===== src/rtl/multu_sequencer.sv =====
// Sequences the shared 32-cycle shift-add multiplier through MULTU, OUT and MFLO
// phases, then captures the 64-bit product into the architectural HI/LO registers.
module multu_sequencer #(
  parameter int unsigned CYCLES     = 32,
  parameter logic [5:0]  MULTU_CODE = 6'd25,
  parameter logic [5:0]  OUT_CODE   = 6'd63,
  parameter logic [5:0]  MFLO_CODE  = 6'd18,
  parameter logic [5:0]  NOP_CODE   = 6'd0
) (
  input  logic        clk,
  input  logic        reset,
  input  logic        req_valid,
  output logic        req_ready,
  input  logic [31:0] opA,
  input  logic [31:0] opB,
  input  logic        abort,
  input  logic        wr_hi,
  input  logic        wr_lo,
  input  logic [31:0] wr_data,
  output logic [31:0] mul_dataA,
  output logic [31:0] mul_dataB,
  output logic [5:0]  mul_signal,
  output logic        mul_reset,
  input  logic [63:0] mul_dataOut,
  output logic [31:0] hi,
  output logic [31:0] lo,
  output logic        busy,
  output logic        done,
  output logic [1:0]  dbg_state
);

  // Handshake: a request transfers on a rising edge where req_valid && req_ready;
  // opA/opB must be valid in that cycle and are not needed afterwards.

  typedef enum logic [1:0] {
    S_IDLE = 2'd0,
    S_MUL  = 2'd1,
    S_OUT  = 2'd2,
    S_CLR  = 2'd3
  } state_t;

  localparam logic [5:0] LAST_IT = 6'(CYCLES - 1);

  state_t     state;
  logic [5:0] it;
  logic       aborted;

  assign req_ready = (state == S_IDLE);
  assign busy      = (state != S_IDLE);
  assign mul_reset = reset;
  assign dbg_state = state;

  always_ff @(posedge clk or posedge reset) begin
    if (reset) begin
      state      <= S_IDLE;
      it         <= 6'd0;
      aborted    <= 1'b0;
      mul_dataA  <= 32'd0;
      mul_dataB  <= 32'd0;
      mul_signal <= NOP_CODE;
      hi         <= 32'd0;
      lo         <= 32'd0;
      done       <= 1'b0;
    end else begin
      done <= 1'b0;
      case (state)
        S_IDLE: begin
          if (wr_hi) hi <= wr_data;
          if (wr_lo) lo <= wr_data;
          if (req_valid) begin
            mul_dataA  <= opA;
            mul_dataB  <= opB;
            it         <= 6'd0;
            aborted    <= 1'b0;
            state      <= S_MUL;
            mul_signal <= MULTU_CODE;
          end
        end
        S_MUL: begin
          it <= it + 6'd1;
          if (abort) begin
            aborted    <= 1'b1;
            state      <= S_CLR;
            mul_signal <= MFLO_CODE;
          end else if (it == LAST_IT) begin
            state      <= S_OUT;
            mul_signal <= OUT_CODE;
          end
        end
        S_OUT: begin
          if (abort) aborted <= 1'b1;
          state      <= S_CLR;
          mul_signal <= MFLO_CODE;
        end
        S_CLR: begin
          // MFLO is driven on both paths so the multiplier's counter always returns to 0.
          if (!aborted) begin
            hi   <= mul_dataOut[63:32];
            lo   <= mul_dataOut[31:0];
            done <= 1'b1;
          end
          state      <= S_IDLE;
          mul_signal <= NOP_CODE;
        end
        default: begin
          state      <= S_IDLE;
          mul_signal <= NOP_CODE;
        end
      endcase
    end
  end

endmodule


===== config.mk =====
export PLATFORM = sky130hd
export DESIGN_NAME = multu_sequencer
export DESIGN_NICKNAME = d
export VERILOG_FILES = /design/src/rtl/multu_sequencer.sv
export SDC_FILE = /design/constraint.sdc
export NUM_CORES = 1
export LEC_CHECK = 0
export ABC_AREA = 1
export CAP_MARGIN = 20
export CELL_PAD_IN_SITES_DETAIL_PLACEMENT = 1
export CELL_PAD_IN_SITES_GLOBAL_PLACEMENT = 2
export CORE_ASPECT_RATIO = 1.75
export CORE_MARGIN = 1
export CORE_UTILIZATION = 20
export CTS_CLUSTER_DIAMETER = 30
export DETAILED_ROUTE_END_ITERATION = 10
export PLACE_DENSITY = 0.76
export SYNTH_ARGS = -nofsm -noshare
export SYNTH_HDL_FRONTEND = slang
export SYNTH_SLANG_ARGS = --single-unit
export TNS_END_PERCENT = 100

===== constraint.sdc =====
create_clock -name clk -period 5.05 [get_ports clk]
set_clock_uncertainty 0.05 [all_clocks]
set_input_delay 1.2625 -clock clk [delete_from_list [all_inputs] [get_ports clk]]
set_output_delay 1.2625 -clock clk [all_outputs]
set_load 0.01 [all_outputs]

==> reports/summary.md <==
The utilization after layout was 32.8%; the x dimension of the die was 137 um. Sequential cells were found to cover 55.3% of the synthesized design area. Across all register-to-register paths, the minimum setup slack is 2320 ps. The tools report the count of standard-cell rows as 86.

The source of the worst register-to-register timing path is mul_signal[1]. The path class of the tightest hold or removal check is flip-flop to flip-flop. The final routed wire length divided by cell count is 16.1 um, and the chip height is 238 um. IR analysis of the VDD net gives a maximum drop of 309 uV.

Counting stages on the worst path, the most repeated cell is clkdlybuf4s50_1. The total negative slack came out at 0 ps. The clock drives 141 sinks. The tools report the leakage power of the design as 4.97 nW. The routed via count divided by cell count was 4.14; the final-report hold violation count was 0.

For this block, the initial DRC count from the detailed router was 178. For the post-CTS setup-driven buffer insertion count, the log shows 0. After clock tree synthesis, the clock-pin slew on the worst setup and hold paths is 60 ps. Once detail routing completed, the nets flagged for antenna violations numbered 0. The tools report the worst-skew pair later-pin latency as 440 ps.

The number of H-tree levels was 4; the number of input and output port buffers inserted was 305. The last weighted congestion value of the routability-driven placer is 0.743, and the number of library cell types mapped by synthesis is 24. For the boundary pin count, the log shows 306. Among cell families on the critical path, the largest total delay comes from buffers and inverters. The mapped netlist covers 0.00638 mm2. The signal on the critical path passes through clkdlybuf4s50_1 > clkdlybuf4s50_1.

Of the cells placed in the final design, the portion with a size suffix greater than 1 is 4.68%. The logs give 4 for the first-pass detailed-route iteration total and 24,300 um for the total wirelength of the detailed-routed design. The initial antenna violation count was 0. Setup violations remaining at the end of the flow were counted as 0. After synthesis the netlist holds a flip-flop and latch count of 141. The run gives 6.72 mW as the overall power of the completed layout. Of all nets on the critical path, the largest fanout is 2.

The logs give 15.5% for the combined global-route utilization of all metal layers and 6,247 for the total via count after detailed routing. The global route total overflow was 0; the total of hold buffers inserted after clock tree synthesis was 0. The worst setup path startpoint is reset. The logs give 273 MHz for the maximum achievable frequency and 17,400 um for the HPWL after detailed placement. The worst setup path is launched from an input pin.

The yosys synthesis warning count was 0; the time the worst path needs with I/O delays and setup was 3670 ps. For the worst setup path, the data arrival time is 2350 ps. The average cell area after synthesis was 7.82 um2. The run finished with clean final reports. The initial utilization of the core area, before any placement, comes to 20.3%.

The number of buffers inserted during clock tree synthesis was 17; the required time of the critical path was 3740 ps. The largest stage delay on the critical path is 560 ps, and the buffer and inverter count on the worst path is 2. The power per cell area was 651 mW/mm2. The worst hold path begins at aborted.

TritonCTS built the clock tree. Headroom to the max-slew limit came out at 40.1%. The final critical path takes up 72.6% of the cycle.

The number of max-cap violations came out at 0. Setup repair after global routing left no endpoint under its margin. Synthesis produced a netlist whose cell count is 815.

The cell count after placement came out at 1,476. The synthesis-to-layout area growth is 61.9%. Clock tree synthesis selected as its root buffer the cell clkbuf_16. STA classifies the critical path endpoint as an output port. The total count of max-transition violations in the final report was 0. The number of antenna diodes in the final layout is 0. The startpoint-to-endpoint class of the critical path was input pin to output port. The first global-routing pass estimated 37,800 um of wire. The longest clock path from root to sink contains 2 buffers. For the via count of the first global-routing pass, the log shows 6,735.

For the pin with the worst max-slew slack, the measured transition is 898 ps. For the number of remaining DRC errors, the log shows 0. The tools report the filler-free cell count of the finished design as 1,508.

The net count of the finished layout is 1,270. Once the clock tree was built, the resizer swapped 0 gates to a different size. The logs give 142 for the largest net degree at the start of global routing and 0.0314 mm2 for the standard cell core area. The synthesized netlist net count came out at 986. The slowest cell on the critical path was clkdlybuf4s50_1. The floorplan step defined a die boundary enclosing 0.0326 mm2.
[layout by cell type (no fill, tap or decap)]
cell type and instances:
a21boi_1 1, a21o_2 1, a21oi_1 1, buf_12 1, buf_4 8, bufinv_16 3
clkbuf_1 2, clkbuf_16 17, clkbuf_8 3, clkdlybuf4s50_1 305, clkinv_2 3, clkinv_4 2
clkinvlp_4 3, dfrtp_1 141, ha_1 4, ha_2 1, inv_1 9, inv_2 2
nand2_1 506, nand2_2 2, nand3_1 13, nand3b_1 2, nand4_1 2, nor2_1 5
nor2_2 3, nor2_4 1, o21ai_0 33, o21ai_1 35, o21bai_2 1, or2_0 1
or2_2 1
[cell families after synthesis]
| logic type | Yosys count | synth area share (%) |
|---|---|---|
| AO/OA/AOI/OAI | 72 | 5.83 |
| adder cells (fa/ha/maj) | 5 | 0.981 |
| buffers and inverters | 61 | 5.49 |
| flip-flops | 141 | 55.3 |
| AND/OR/NAND/NOR | 536 | 32.4 |
[routing by layer]
| layer | global-route usage (%) | vias to the layer above | share of wire (%) |
|---|---|---|---|
| li1 | - | 3070 | - |
| met1 | 16.3 | 2950 | 37 |
| met2 | 28.5 | 197 | 54 |
| met3 | 4.53 | 30 | 6.7 |
| met4 | 5.86 | 0 | 2.0 |
| met5 | 0 | - | 0 |
[cells in the mapped netlist (all sizes together)]
cell	instances	area (um2)
nand4	2	12.5
nand2	508	1910
a21boi	1	7.51
nand3	13	65.1
dfrtp	141	3530
inv	12	45.1
or2	2	12.5
a21oi	1	5.00
nand3b	2	15.0
ha	5	62.6
o21bai	1	11.3
clkbuf	5	18.8
nor2	9	48.8
a21o	1	7.51
buf	44	287
o21ai	68	340
[metrics by stage]
stage	setup slack (ps)	area [um2]	hold slack [ps]
final	1380	10300	396
after global routing	1350	10300	438
after CTS	1390	10300	400
after detailed placement	1390	9710	397
after global placement	1390	9710	390
after floorplan	1970	6380	369
[state kept, by name (all words and copies together), names as in the netlist, 4 cells and up]
register,count
hi,32
it,6
lo,32
mul_dataA,32
mul_dataB,32
mul_signal,4
[path summary, 6_finish.rpt]
kind | cells after the start | end
setup reg to reg | 6 | hi[23]
hold / removal | 1 | done
setup / recovery | 2 | mul_reset
max in group asynchronous | 3 | hi[25]
min in group asynchronous | 3 | mul_dataB[15]
hold reg to reg | 1 | done
[report_power, final]
part | switching, mW | internal (mW) | leakage (nW) | total [mW]
combinational | 1.92 | 1.51 | 2.92 | 3.43
clock | 0.508 | 0.815 | 0.296 | 1.32
sequential | 0.289 | 1.68 | 1.76 | 1.97
[final cells by class]
| class | count | area [um2] |
|---|---|---|
| fillers | 3756 | 21100 |
| repair buffers | 314 | 3130 |
| clock inverters | 10 | 138 |
| flip-flops and latches | 141 | 3530 |
| clock buffers | 22 | 474 |
| multi-input cells | 613 | 2500 |
| well taps | 396 | 495 |
| inverters | 12 | 48.8 |
(Power assumes the default switching activity.)
